### config.mk
export PLATFORM = sky130hd
export DESIGN_NAME = pe1_stage_sched
export DESIGN_NICKNAME = d
export VERILOG_FILES = /design/src/rtl/pe1_stage_sched.sv
export SDC_FILE = /design/constraint.sdc
export NUM_CORES = 1
export LEC_CHECK = 0
export ABC_AREA = 1
export CORE_ASPECT_RATIO = 1.4
export CORE_MARGIN = 2
export CORE_UTILIZATION = 50
export CTS_CLUSTER_SIZE = 25
export DETAILED_ROUTE_END_ITERATION = 16
export PLACE_DENSITY = 0.83
export SETUP_SLACK_MARGIN = 0.4
export SYNTH_ARGS = -nofsm -noshare
export SYNTH_HDL_FRONTEND = slang
export SYNTH_SLANG_ARGS = --single-unit
export TNS_END_PERCENT = 30
### constraint.sdc
create_clock -name clk -period 2 [get_ports clk]
set_input_delay 0.4 -clock clk [delete_from_list [all_inputs] [get_ports clk]]
set_output_delay 0.4 -clock clk [all_outputs]
set_load 0.01 [all_outputs]
### src/rtl/pe1_stage_sched.sv
// Stage scheduler for the PE1 add/sub butterfly across all stages of an in-place NTT/INTT.
// Emits paired read addresses and replays them through a WB_LAT delay line as write-back addresses.
//
// state | meaning
// IDLE  | waiting for start
// RUN   | one butterfly read per cycle, j = 0..N/2-1
// DRAIN | reads paused until the stage's last write-back lands
// FIN   | one-cycle done pulse
module pe1_stage_sched #(
  parameter int N_LOG  = 9,
  parameter int RD_LAT = 1,
  parameter int PE_LAT = 6,
  parameter int AW     = N_LOG
) (
  input  logic                         clk,
  input  logic                         rst,
  input  logic                         start,
  input  logic                         mode_intt,
  output logic                         rd_en,
  output logic [AW-1:0]                rd_addr_u,
  output logic [AW-1:0]                rd_addr_v,
  output logic                         sel,
  output logic                         sel_ntt,
  output logic                         wr_en,
  output logic [AW-1:0]                wr_addr_u,
  output logic [AW-1:0]                wr_addr_v,
  output logic [$clog2(N_LOG+1)-1:0]   stage,
  output logic                         busy,
  output logic                         done
);

  localparam int WB_LAT = RD_LAT + PE_LAT;
  localparam int SW     = $clog2(N_LOG + 1);
  localparam int CW     = $clog2(WB_LAT + 1);
  localparam logic [AW-1:0] J_LAST     = AW'((1 << (N_LOG - 1)) - 1);
  localparam logic [SW-1:0] STAGE_LAST = SW'(N_LOG - 1);

  typedef enum logic [1:0] {IDLE, RUN, DRAIN, FIN} state_t;

  state_t          state, state_nx;
  logic [AW-1:0]   j;
  logic [SW-1:0]   stage_q;
  logic [CW-1:0]   cnt;
  logic            mode_q;

  logic [SW-1:0]   half_log;
  logic [AW-1:0]   half, mask, base;

  logic            dl_en [WB_LAT];
  logic [AW-1:0]   dl_u  [WB_LAT];
  logic [AW-1:0]   dl_v  [WB_LAT];

  always_ff @(posedge clk) begin
    if (rst) state <= IDLE;
    else     state <= state_nx;
  end

  always_comb begin
    state_nx = state;
    case (state)
      IDLE:    if (start) state_nx = RUN;
      RUN:     if (j == J_LAST) state_nx = DRAIN;
      DRAIN:   if (cnt == CW'(1)) state_nx = (stage_q == STAGE_LAST) ? FIN : RUN;
      default: state_nx = IDLE;
    endcase
  end

  always_ff @(posedge clk) begin
    if (rst) begin
      j       <= '0;
      stage_q <= '0;
      cnt     <= '0;
      mode_q  <= 1'b0;
    end else begin
      case (state)
        IDLE: if (start) begin
          mode_q  <= mode_intt;
          stage_q <= '0;
          j       <= '0;
        end
        RUN: begin
          j <= j + AW'(1);
          if (j == J_LAST) cnt <= CW'(WB_LAT);
        end
        DRAIN: begin
          cnt <= cnt - CW'(1);
          if (cnt == CW'(1) && stage_q != STAGE_LAST) begin
            stage_q <= stage_q + SW'(1);
            j       <= '0;
          end
        end
        default: ;
      endcase
    end
  end

  // Butterfly span is 2^half_log; insert a zero at that bit of j to get the upper operand.
  always_comb begin
    half_log = mode_q ? stage_q : (STAGE_LAST - stage_q);
    half     = AW'(1) << half_log;
    mask     = half - AW'(1);
    base     = ((j & ~mask) << 1) | (j & mask);
  end

  always_comb begin
    rd_en     = 1'b0;
    rd_addr_u = '0;
    rd_addr_v = '0;
    busy      = 1'b0;
    done      = 1'b0;
    stage     = '0;
    sel       = mode_q;
    sel_ntt   = (state != IDLE) && !mode_q;
    case (state)
      RUN: begin
        rd_en     = 1'b1;
        rd_addr_u = base;
        rd_addr_v = base | half;
        busy      = 1'b1;
        stage     = stage_q;
      end
      DRAIN: begin
        busy  = 1'b1;
        stage = stage_q;
      end
      FIN:     done = 1'b1;
      default: ;
    endcase
  end

  // Clearing the delay line on reset kills any write-back still in flight.
  always_ff @(posedge clk) begin
    if (rst) begin
      for (int i = 0; i < WB_LAT; i++) begin
        dl_en[i] <= 1'b0;
        dl_u[i]  <= '0;
        dl_v[i]  <= '0;
      end
    end else begin
      dl_en[0] <= rd_en;
      dl_u[0]  <= rd_addr_u;
      dl_v[0]  <= rd_addr_v;
      for (int i = 1; i < WB_LAT; i++) begin
        dl_en[i] <= dl_en[i-1];
        dl_u[i]  <= dl_u[i-1];
        dl_v[i]  <= dl_v[i-1];
      end
    end
  end

  assign wr_en     = dl_en[WB_LAT-1];
  assign wr_addr_u = dl_u[WB_LAT-1];
  assign wr_addr_v = dl_v[WB_LAT-1];

endmodule

# After elaboration in Yosys (flattened, before gate mapping)
# Memory sizes are Yosys's and may differ from the RTL's.
# Index checks and enable logic that the tools add are counted.
[totals]
mem_count = 3
word_cells = 109
ram_bits = 133
reg_bits = 19
[op_classes]
n_addsub = 5
eq_ne = 11
mux = 44
n_shift = 1
bitwise_logic = 26
reduce_logical = 14
[mem_list]
columns = ["memory", "words", "width", "rd", "rd_clocked_by_memory_dff", "wr", "line", "rtl"]
rows = [
  ["dl_u", 7, 9, 7, 0, 7, "50", "logic [AW-1:0] dl_u [WB_LAT];"],
  ["dl_v", 7, 9, 7, 0, 7, "51", "logic [AW-1:0] dl_v [WB_LAT];"],
  ["dl_en", 7, 1, 7, 0, 7, "49", "logic dl_en [WB_LAT];"],
]
[ops]
columns = ["cell", "n"]
rows = [
  ["9-bit two-way mux", 18],
  ["9-bit case mux with 3 select lines", 1],
  ["1-bit bitwise OR", 21],
  ["9-bit bitwise OR", 2],
  ["4-bit two-way mux", 4],
  ["1-bit two-way mux", 13],
  ["9-bit by 1-bit adder with 9-bit output (second input constant)", 1],
  ["9-bit bitwise AND", 1],
  ["9-bit by 8-bit == test with 1-bit output (second input constant)", 1],
  ["3-bit AND reduction", 3],
  ["1-bit by 4-bit left shift with 9-bit output (first input constant)", 1],
  ["9-bit by 1-bit subtractor with 9-bit output (second input constant)", 1],
  ["8-bit bitwise AND", 1],
  ["2-bit two-way mux", 4],
  ["2-bit inequality test (second input constant)", 4],
  ["8-bit NOT", 1],
  ["4-bit case mux with 2 select lines", 1],
  ["2-bit case mux with 3 select lines", 1],
  ["3-bit case mux with 2 select lines", 1],
  ["2-bit nonzero test", 3],
  ["4-bit by 1-bit adder with 4-bit output (second input constant)", 1],
  ["2-bit == test (second input constant)", 2],
  ["4-bit == test (second input constant)", 1],
  ["4-bit inequality test (second input constant)", 1],
  ["11 further kinds", 13],
]

# Logic depth before layout (Yosys ltp)
# Gate-level depths: netlist (run 1).
[logic_depth]
depth_word = 10
depth_mapped = 17
depth_no_buf = 17

# Least setup slack after synthesis (run 1)
# Ideal clock, no wire load.
[synth_timing]
kind = "reg-to-output"
start = "register stage_q[0]"
end = "output rd_addr_v[8]"
arrival_ns = 1.838
stages_incl_launch_ff = 16
slack_ns = -0.238
required_time_ns = 1.600
n_path_buf = 0
cell_sequence = "dfxtp_1 -> inv_1 -> ha_1 -> inv_1 -> nand2_1 -> nand3_2 -> nand3_1 -> nor2_4 -> nor2_4 -> nand2_2 -> clkinv_1 -> nand2_1 -> nand3_1 -> nand2_1 -> nand2_1 -> o21ai_1"
[synth_via]
elab_chain_len = 9
word_cells_on_any_way = 10
classes_between = "add/sub (2); shift (1); mux (2); bitwise (5)"
[synth_lines]
columns = ["element", "line", "rtl"]
rows = [
  ["start, declared", "42", "logic [SW-1:0] stage_q;"],
  ["start signal, assigned", "88", "stage_q <= stage_q + SW'(1);"],
  ["4-bit subtractor", "99", "half_log = mode_q ? stage_q : (STAGE_LAST - stage_q);"],
  ["4-bit two-way mux (*)", "99", ""],
  ["1-bit by 4-bit left shift with 9-bit output (*)", "100", "half = AW'(1) << half_log;"],
  ["9-bit by 1-bit subtractor with 9-bit output", "101", "mask = half - AW'(1);"],
  ["8-bit NOT", "102", "base = ((j & ~mask) << 1) | (j & mask);"],
  ["8-bit bitwise AND", "102", ""],
  ["9-bit bitwise OR", "102", ""],
  ["9-bit bitwise OR (*)", "118", "rd_addr_v = base | half;"],
  ["9-bit two-way mux (*)", "114", "case (state)"],
  ["end, declared", "21", "output logic [AW-1:0] rd_addr_v,"],
]
# Mark *: on every way between the ends. The rest lies on a longest branch, timed or not.

# Final worst setup path (run 1)
[layout_timing]
start = "register stage_q[0]"
end = "output rd_addr_u[5]"
[layout_via]
elab_chain_len = 8
word_cells_on_any_way = 9
classes_between = "add/sub (2); shift (1); mux (2); bitwise (4)"
[layout_lines]
columns = ["element", "line", "rtl"]
rows = [
  ["4-bit subtractor", "99", ""],
  ["4-bit two-way mux (*)", "99", ""],
  ["1-bit by 4-bit left shift with 9-bit output (*)", "100", ""],
  ["9-bit by 1-bit subtractor with 9-bit output (*)", "101", ""],
  ["8-bit NOT", "102", ""],
  ["8-bit bitwise AND", "102", ""],
  ["9-bit bitwise OR (*)", "102", ""],
  ["9-bit two-way mux (*)", "114", ""],
  ["end, declared", "20", "output logic [AW-1:0] rd_addr_u,"],
]
# Marks and branches as above.

==> results of run 1 <==
-- worst min-delay path by stage --
stage / from / endpoint / slack, ns
floorplan: dl_en[0][0]$_SDFF_PP0_ / dl_en[0][1]$_SDFF_PP0_ / 0.39
global placement: dl_u[0][37]$_SDFF_PP0_ / dl_u[0][46]$_SDFF_PP0_ / 0.39
detailed placement: dl_v[0][41]$_SDFF_PP0_ / dl_v[0][50]$_SDFF_PP0_ / 0.39
CTS: rst / dl_u[0][12]$_SDFF_PP0_ / 0.35
global route: rst / dl_u[0][9]$_SDFF_PP0_ / 0.35
finish: rst / dl_u[0][9]$_SDFF_PP0_ / 0.36
-- report_power, final --
part / internal [W] / switching [W] / total (W)
Sequential: 0.00317 / 0.0000918 / 0.00326
Clock: 0.00214 / 0.00122 / 0.00336
Combinational: 0.00199 / 0.00267 / 0.00466
Total: 0.00730 / 0.00398 / 0.0113
-- registers in the layout (all words and copies together) (netlist names) --
register	count
cnt	3
dl_en	7
dl_u	63
dl_v	63
j	9
sel	1
stage_q	4
state	2
-- cells in the mapped netlist (all sizes together), types with 2 or more instances --
library cell | instances | area (um^2)
nand4 | 4 | 25.0
nor3b | 2 | 20.0
a211oi | 4 | 30.0
a21oi | 21 | 109
ha | 12 | 150
nor2 | 154 | 608
o21ai | 15 | 75.1
nor3 | 10 | 55.1
nand3 | 23 | 140
clkinv | 2 | 7.51
nand2 | 72 | 310
o211ai | 3 | 36.3
dfxtp | 152 | 3040
a31oi | 2 | 12.5
clkbuf | 14 | 52.6
o22ai | 2 | 12.5
buf | 22 | 154
inv | 174 | 656
-- worst reg2reg max path: stages (launching register included) --
cell	delay [ns]
dfxtp_4	0.37
inv_6	0.05
ha_4	0.27
nand2_4	0.06
nand2_4	0.07
nor2_4	0.06
o211ai_4	0.29
buf_6	0.16
nand3_4	0.10
nand2_2	0.11
nand3_1	0.12
nand3_2	0.11
nand2_2	0.08
buf_4	0.14
buf_4	0.12
buf_4	0.14
nor2_4	0.07
-- stage by stage --
stage | std cells | total power [W] | hold slack, ns | setup slack, ns
CTS | 958 | 0.0105 | 0.351 | -0.716
global placement | 909 | 0.00633 | 0.388 | -0.647
global route | 968 | 0.0117 | 0.353 | -0.943
floorplan | 692 | 0.00511 | 0.388 | -0.0452
detailed placement | 909 | 0.00637 | 0.392 | -0.685
finish | 968 | 0.0113 | 0.361 | -0.875
-- cell usage in the layout (no fill, tap or decap), types with 14 or more instances in the layout --
| cell | count |
|---|---|
| dlygate4sd2_1 | 19 |
| nand2_4 | 16 |
| a21oi_1 | 14 |
| nor2_4 | 16 |
| buf_4 | 69 |
| dfxtp_1 | 146 |
| buf_6 | 35 |
| nor2_1 | 130 |
| nand2_1 | 21 |
| inv_2 | 21 |
| clkbuf_16 | 17 |
| nand2_2 | 35 |
| inv_1 | 148 |
-- timing repair --
item | 4_1_cts | 5_1_grt
endpoints found under the setup margin | 79 | 63
hold buffers | 0 | 0
gates resized for setup | 218 | 81
pin swaps | 50 | 49
buffers inserted | 17 | 10
-- metal layers --
| metal | wire length, um | vias to the layer above |
|---|---|---|
| met3 | 627 | 52 |
| met1 | 4840 | 2083 |
| met2 | 7240 | 152 |
| met4 | 600 | 0 |
| li1 | - | 2255 |
| met5 | 0 | - |
-- cell families (layout without fill, tap and decap cells) --
group,after synthesis,in the layout,share of synthesized area
AND/OR/NAND/NOR,266,266,0.211
flip-flops,152,152,0.550
adder cells (fa/ha/maj),12,12,0.0272
buffers and inverters,212,347,0.157
AO/OA/AOI/OAI,50,50,0.0543
-- final cells by class --
type / instances / area (um^2)
clock buffers: 23 / 498
clock inverters: 9 / 136
fillers: 724 / 2910
inverters: 176 / 681
multi-input cells: 328 / 2160
flip-flops and latches: 152 / 3060
well taps: 141 / 176
repair buffers: 139 / 1190
==> metrics.txt, run 1 <==
CP endpoint kind output pin; Worst EP required roughly 1.6 ns; Hold/Removal Path Class in2reg; Distinct cells, synth 36; Max H-tree Level 4; vias in the first global route between 4000 and 5000; fin crit share 1.44; WP depth 14; Total Routed Length 13.3 mm; final non-filler cell area 7900 um^2; Worst Skew just under 0.02 ns; WS Path Type reg2out; antenna violations before repair 0; worst-case clock buffer depth 2; Synth Register Bits approximately 150; startpoint types flip-flop; Routed Antenna Nets 0; WP buf/inv 4; Worst Path Max Fanout 4; share of cells above drive strength 1 0.364; Mapped Cells 692; CTS tree yes; Rel. slew slack 0.691; CP Cell Sequence inv_6 -> ha_4 -> nand2_4 -> nand2_4 -> nor2_4 -> o211ai_4 -> buf_6 -> nand3_4 -> nand2_2 -> a21oi_2 -> a21oi_2 -> buf_4 -> nor2_2 -> buf_2; Final Hold Viols 0; Syn Area/Cell 7.99 um^2; Clk Latency, worst-skew pair roughly 0.43 ns; core area ~11000 um^2; Area Growth Syn to Fin 42.9%; RSZ-0062 raised after global routing true; Leakage ~3.5 nW; Post-DP HPWL just over 7 mm; Reg2Reg Setup Slack -0.39 ns; Die Height around 130 um; final setup TNS -15.01 ns; hold path cells 2; I/O pins 50; Synth warnings 0; Top delay family on crit path simple AND/OR/NAND/NOR gates; die area 11900 um^2; crit path DAT 2.48 ns; maximum vdd drop between 1 and 1.5 mV; global-route wire length before repair slightly below 20 mm; ys flop type dfxtp_1; port buffer count 49; FP Rows 45; 1st-iter DRT viols about 250; Critical Path End rd_addr_u[5]; final setup fails 29; Max Fclk about 350 MHz; max cap viols 0; met1 Track Usage GR 0.208; Cell Pwr Density between 1000 and 1500 nW/um^2; status complete, but fails checks; GR met2 Demand/Resource 0.396; Async S/R FF share, synth 0; root buf cell clkbuf_16; GPL Wtd Cong around 0.9; Final #Nets slightly above 800; Least-Margin Pin Slew ~0.46 ns; mapped cell area between 5000 and 6000 um^2; Total GRT Usage 0.207; Die Wd 92.9 um; grt peak-use layer met2; r2r worst-path depth 16; EDFF count, synth 0; crit path from stage_q[0]$_SDFFE_PP0P_; post-DR vias/cell 4.69; slowest CP cell dfxtp_4; failing checks negative setup slack; Num CTS Buffers 17; Clock Sinks 152; Initial Util 0.511; syn_nets between 700 and 800; Antenna Cells 0; min Tclk post-route roughly 2.9 ns; fin. max-slew vios 0; slowest stage delay, CP ~0.37 ns; RR Startpoint stage_q[0]$_SDFFE_PP0P_; drc violations 0; Util after Layout 0.731; Cell Area, Placed 6560 um^2; clock slew at reported path FFs 0.07 ns; final setup margin -0.875 ns; met3 Track Usage GR 0.0504; total gr overflow 0; r2r endpoint dl_v[0][6]$_SDFF_PP0_; vias about 4500; pin count of the biggest net entering global routing between 100 and 150; number of detailed-route iterations in the first pass 5; post-synthesis sequential area ratio 0.550; routed len/inst between 10 and 15 um
(Power assumes the default switching activity.)
==> run 2, diff against run 1 <==
Settings changed: ABC_AREA 1 to not set, PLACE_DENSITY 0.83 to 0.8.
Clock period 2 ns to 3.22 ns, I/O delays scaled along.
==> metrics.txt, run 2 <==
final setup fails 0 (-100%); Clk Latency, worst-skew pair 0.42 ns (about the same); share of cells above drive strength 1 0.261 (-0.103); GPL Wtd Cong 0.893 (+0.57%); crit path DAT 2.47 ns (about the same); post-DR vias/cell 5.04 (+7.3%); Clock Sinks 152 (unchanged); clock slew at reported path FFs 0.07 ns (about the same); Antenna Cells 0 (unchanged); largest cells by area after synthesis dfxtp_1, nor2b_1, ha_1; number of detailed-route iterations in the first pass 4 (-1); Post-DP HPWL 7.80 mm (+8.2%); Worst Path Max Fanout 4 (unchanged); RR Startpoint state[0]$_SDFFE_PP0P_; Syn Area/Cell 10.1 um^2 (+27%); commonest non-fill, non-tap cells in the layout dfxtp_1, nor2b_1, buf_4, clkdlybuf4s50_1, nor2_1; Routed Antenna Nets 0 (unchanged); Die Wd 92.9 um (about the same); Worst Hold Launch dl_v[0][31]$_SDFF_PP0_; CTS tree yes; Synth warnings 0 (unchanged); Final Hold Viols 0 (unchanged); Max H-tree Level 4 (unchanged); Hold Path Sink dl_v[0][40]$_SDFF_PP0_; Largest regs dl_u (63), dl_v (63), j (9); r2r endpoint j[3]$_SDFFE_PP0P_; Least-Margin Pin Slew 0.679 ns (+0.215 ns); maximum vdd drop 0.510 mV (-49%); EDFF count, synth 0 (unchanged); Die Height 129 um (about the same); most frequent cells after synthesis dfxtp_1, nor2b_1, nor2_1; I/O pins 50 (unchanged); Hold-fix buffers, CTS 0 (unchanged); drc violations 0 (unchanged); Final #Nets 650 (-22%); syn_nets 563 (-20%); core area 10800 um^2 (unchanged); Total Routed Length 11.8 mm (-11%); dpl ws -0.161 ns (+0.524 ns); root buf cell clkbuf_16; Rel. slew slack 0.547 (-0.143); Leakage 2.91 nW (-17%); top-count cell post-synth dfxtp_1; fin crit share 0.967; Synth top area share 0.549 (-0.000995); vias 3969 (-13%); routed len/inst 15.0 um (+9.0%); Distinct cells, synth 56 (+56%); Total GRT Usage 0.207 (+0.000773); CP endpoint kind output pin; die area 11900 um^2 (+0.17%); post-synthesis sequential area ratio 0.549 (-0.000995); Tot Pwr 0.00542 W (-52%); final setup margin 0.107 ns (+0.982 ns); Area Growth Syn to Fin 31.8%; cell taking the most area after synthesis dfxtp_1; Async S/R FF share, synth 0 (unchanged); Max Fclk 321 MHz; r2r worst-path depth 8 (-8); Num CTS Buffers 17 (unchanged); Synth Register Bits 152 (unchanged); Mapped Cells 547 (-21%); Worst EP required 2.58 ns (+0.98 ns); antenna violations before repair 0 (unchanged); startpoint types flip-flop; pin count of the biggest net entering global routing 76 (-32%); status finished, final reports clean; Cells after DPL 736 (-19%); Reg2Reg Setup Slack 0.74 ns (+1.13 ns); worst hold margin 0.432 ns (+0.0716 ns); non-filler cells, final 788 (-19%); vias in the first global route 3998 (-9.3%); port buffer count 49 (unchanged); number of fill cells 849 (+17%); 1st-iter DRT viols 169 (-31%); Hold/Removal Path Class reg2reg; WS Path Type reg2out; fin. max-slew vios 0 (unchanged); total gr overflow 0 (unchanged); global-route wire length before repair 19.0 mm (-1.1%); RSZ-0062 raised after global routing true; Initial Util 0.512 (+0.000926); min Tclk post-route approximately 3.1 ns; FP Rows 45 (unchanged); hold path cells 1 (-1); Worst Skew 0.0143 ns (-0.00554 ns); mapped cell area 5540 um^2 (+0.18%); most common cell after layout, fill and taps aside dfxtp_1; Cell Pwr Density 742 nW/um^2 (-48%); worst-case clock buffer depth 2 (unchanged); max cap viols 0 (unchanged); ys flop type dfxtp_1
[run 2: cell count changes after synthesis, sizes merged, moves of 5 or more]
cell,previous run,this run
a21boi,0,5
nand3,23,7
nand2b,0,8
inv,174,9
o21ai,15,7
clkbuf,14,27
nor2,154,31
and2,0,12
nor2b,0,124
nand2,72,24
mux2i,0,5
xor2,0,9
[run 2: cell families (layout without fill, tap and decap cells)]
family | count (synthesis) | after routing | share of synthesized area
flip-flops | 152 | 152 | 0.549
multiplexers | 6 | 6 | 0.0111
XOR/XNOR | 10 | 10 | 0.0158
buffers and inverters | 57 | 156 | 0.0515
AND/OR/NAND/NOR | 237 | 238 | 0.246
AO/OA/AOI/OAI | 73 | 73 | 0.0990
adder cells (fa/ha/maj) | 12 | 12 | 0.0271
[run 2: critical path, stage by stage (launching register included)]
cell      delay (ns)
dfxtp_4         0.37
inv_4           0.06
ha_4            0.16
or3_4           0.36
buf_6           0.15
buf_6           0.12
nand4_1         0.22
o31ai_4         0.13
o221ai_2        0.20
and2_1          0.15
buf_2           0.12
[run 2: area by class of cell]
type                            count  area [um^2]  area share
Timing Repair Buffer              115          932       0.128
Tap cell                          141          176      0.0242
Clock inverter                     15          181      0.0249
Sequential cell                   152         3050       0.417
Inverter                            9         36.3     0.00497
Clock buffer                       17          425      0.0583
Multi-Input combinational cell    339         2500       0.343
[run 2: per-stage QoR]
stage	instance area (um^2)	utilization	setup TNS, ns
after floorplan	5540	-	0
final	7300	0.675	0
after global routing	7300	0.675	0
after global placement	6300	0.583	-0.149
after detailed placement	6300	0.583	-0.497
after CTS	7250	0.671	0
[run 2: how the worst max path moves through the flow]
stage	startpoint	end	cells past startpoint
after floorplan	stage_q[0]$_SDFFE_PP0P_	rd_addr_u[2]	7
after global placement	stage_q[1]$_SDFFE_PP0P_	rd_addr_v[8]	10
after detailed placement	stage_q[0]$_SDFFE_PP0P_	rd_addr_v[8]	10
after CTS	stage_q[0]$_SDFFE_PP0P_	rd_addr_v[1]	10
after global routing	stage_q[1]$_SDFFE_PP0P_	rd_addr_v[3]	9
final	stage_q[0]$_SDFFE_PP0P_	rd_addr_v[6]	10
[run 2: power breakdown]
| group | internal [W] | total [W] | switching [W] | leakage [nW] |
|---|---|---|---|---|
| sequential | 0.00194 | 0.00201 | 0.0000645 | 1.23 |
| combinational | 0.000663 | 0.00148 | 0.000817 | 1.39 |
| clock | 0.00105 | 0.00193 | 0.000884 | 0.287 |
[run 2: metal layers]
| layer | global-route usage | routed length, um |
|---|---|---|
| met3 | 0.0468 | 495 |
| met4 | 0.106 | 454 |
| met2 | 0.380 | 6140 |
| met5 | 0 | 0 |
| met1 | 0.221 | 4720 |
[run 2: repair_timing]
item / 4_1_cts / 5_1_grt
pin swaps: 20 / 5
buffers inserted: 17 / 1
gates cloned: 2 / 0
gates resized for setup: 129 / 13
setup endpoints to repair: 19 / 19
==> run 3, diff against run 2 <==
Settings changed: CTS_BUF_LIST set to sky130_fd_sc_hd__clkbuf_8.
==> metrics.txt, run 3 (synthesis results as in run 2) <==
vias 4003 (+0.86%); post-DR vias/cell 5.09 (+0.98%); worst-case clock buffer depth 2 (unchanged); status finished, final reports clean; Cell Pwr Density 692 nW/um^2 (-6.7%); Leakage 2.83 nW (-2.6%); die area 11900 um^2 (unchanged); fin. max-slew vios 0 (unchanged); clock slew at reported path FFs 0.10 ns (+0.03 ns); Hold/Removal Path Class reg2reg; crit path DAT 2.50 ns (+0.03 ns); share of cells above drive strength 1 0.283 (+0.0221); vias in the first global route 3926 (-1.8%); Die Height 129 um (unchanged); GPL Wtd Cong 0.893 (unchanged); Hold-fix buffers, CTS 0 (unchanged); antenna violations before repair 0 (unchanged); startpoint types flip-flop; global-route wire length before repair 18.8 mm (-1.4%); Post-DP HPWL 7.80 mm (unchanged); core area 10800 um^2 (unchanged); I/O pins 50 (unchanged); CP endpoint kind output pin; routed len/inst 14.9 um (-0.92%); 1st-iter DRT viols 191 (+13%); Rel. slew slack 0.548 (+0.000937); Max H-tree Level 4 (unchanged); Sw Share 0.350 (+0.0235); Num CTS Buffers 17 (unchanged); fin crit share 0.978 (+0.0108); root buf cell clkbuf_8; sequential share of power 0.400 (+0.030); min Tclk post-route 3.15 ns (+0.0349 ns); most common cell after layout, fill and taps aside dfxtp_1; combinational share of power 0.319 (+0.046); Antenna Cells 0 (unchanged); FP Rows 45 (unchanged); Routed Antenna Nets 0 (unchanged); Int Pwr 0.00326 W (-11%); total gr overflow 0 (unchanged); Initial Util 0.512 (unchanged); Worst EP required 2.58 ns (about the same); Area Growth Syn to Fin 30.6%; max cap viols 0 (unchanged); Final Hold Viols 0 (unchanged); P_sw 0.00175 W (-0.91%); Worst Path Max Fanout 6 (+2); CTS tree yes; Final #Nets 649 (-0.15%); Largest regs dl_u (63), dl_v (63), j (9); Max Fclk 318 MHz (-1.1%); Worst Skew 0.0168 ns (+0.00252 ns); pin count of the biggest net entering global routing 76 (unchanged); maximum vdd drop 0.337 mV (-34%); number of detailed-route iterations in the first pass 4 (unchanged); worst hold margin 0.433 ns (+0.000499 ns); Tot Pwr 0.00501 W (-7.6%); drc violations 0 (unchanged); Total GRT Usage 0.203 (-0.00431); Clock Sinks 152 (unchanged); clock power share 0.281 (-0.076); commonest non-fill, non-tap cells in the layout dfxtp_1, nor2b_1, buf_4, clkdlybuf4s50_1, nor2_1; WS Path Type reg2out; Least-Margin Pin Slew 0.677 ns (-0.00233 ns); port buffer count 49 (unchanged); Die Wd 92.9 um (unchanged); RSZ-0062 raised after global routing true; Total Routed Length 11.7 mm (-1.0%); final setup fails 0 (unchanged); Clk Latency, worst-skew pair 0.43 ns (about the same)
[run 3: changes by cell type in the layout (fill, tap and decap cells not counted), moves of 3 or more]
cell | before | now
clkbuf_16 | 17 | 0
a21oi_2 | 2 | 5
buf_4 | 60 | 48
buf_6 | 6 | 19
clkbuf_8 | 0 | 17
a21oi_1 | 17 | 14
[run 3: stage by stage]
stage / std cells / setup slack, ns / utilization / TNS (ns) / instance area, um^2
2_1_floorplan: 547 / 0.441 / - / 0 / 5540
3_3_place_gp: 736 / -0.134 / 0.583 / -0.149 / 6300
3_5_place_dp: 736 / -0.161 / 0.583 / -0.497 / 6300
4_1_cts: 784 / -0.00233 / 0.661 / -0.00233 / 7150
5_1_grt: 787 / -0.0351 / 0.669 / -0.140 / 7230
6_report: 787 / 0.0717 / 0.669 / 0 / 7230
[run 3: path summary, 6_finish.rpt]
kind / start / endpoint / slack [ns] / depth (start not counted)
min reg2reg: dl_u[0][11]$_SDFF_PP0_ / dl_u[0][20]$_SDFF_PP0_ / 0.43 / 1
max reg2reg: state[0]$_SDFFE_PP0P_ / j[5]$_SDFFE_PP0P_ / 0.75 / 8
min: dl_u[0][11]$_SDFF_PP0_ / dl_u[0][20]$_SDFF_PP0_ / 0.43 / 1
max: stage_q[0]$_SDFFE_PP0P_ / rd_addr_v[8] / 0.07 / 10
[run 3: final cells by class]
cell class              instances  area (um^2)
inverters                       9         38.8
flip-flops and latches        152         3050
clock inverters                15          181
multi-input cells             339         2590
repair buffers                114          960
fillers                       872         3580
clock buffers                  17          234
well taps                     141          176
[run 3: critical path, stage by stage (launching register included)]
cell and delay (ns):
dfxtp_4 0.38, inv_4 0.05, ha_4 0.16, or3_4 0.35
buf_6 0.15, and2_4 0.19, and3_1 0.20, a221oi_4 0.24
buf_4 0.17, nor2b_2 0.03, buf_2 0.13
[run 3: power by group through the flow]
stage / registers (W) / clock network (W) / logic (W)
after floorplan: 0.00201 / 0 / 0.000715
after global placement: 0.00203 / 0 / 0.00118
after detailed placement: 0.00204 / 0 / 0.00120
after CTS: 0.00200 / 0.00145 / 0.00152
after global routing: 0.00201 / 0.00154 / 0.00170
final: 0.00200 / 0.00141 / 0.00160
[run 3: metal layers]
| layer | up-vias | track usage | part of all wire |
|---|---|---|---|
| li1 | 1966 | - | - |
| met1 | 1889 | 0.226 | 0.40 |
| met2 | 109 | 0.352 | 0.52 |
| met3 | 39 | 0.0492 | 0.038 |
| met4 | 0 | 0.119 | 0.047 |
| met5 | - | 0 | 0 |
[run 3: what timing repair did]
| action | 4_1_cts | 5_1_grt |
|---|---|---|
| setup buffers | 14 | 3 |
| pin swaps | 26 | 11 |
| resized for setup | 161 | 22 |
| endpoints found under the setup margin | 19 | 18 |
| cloned | 2 | 0 |
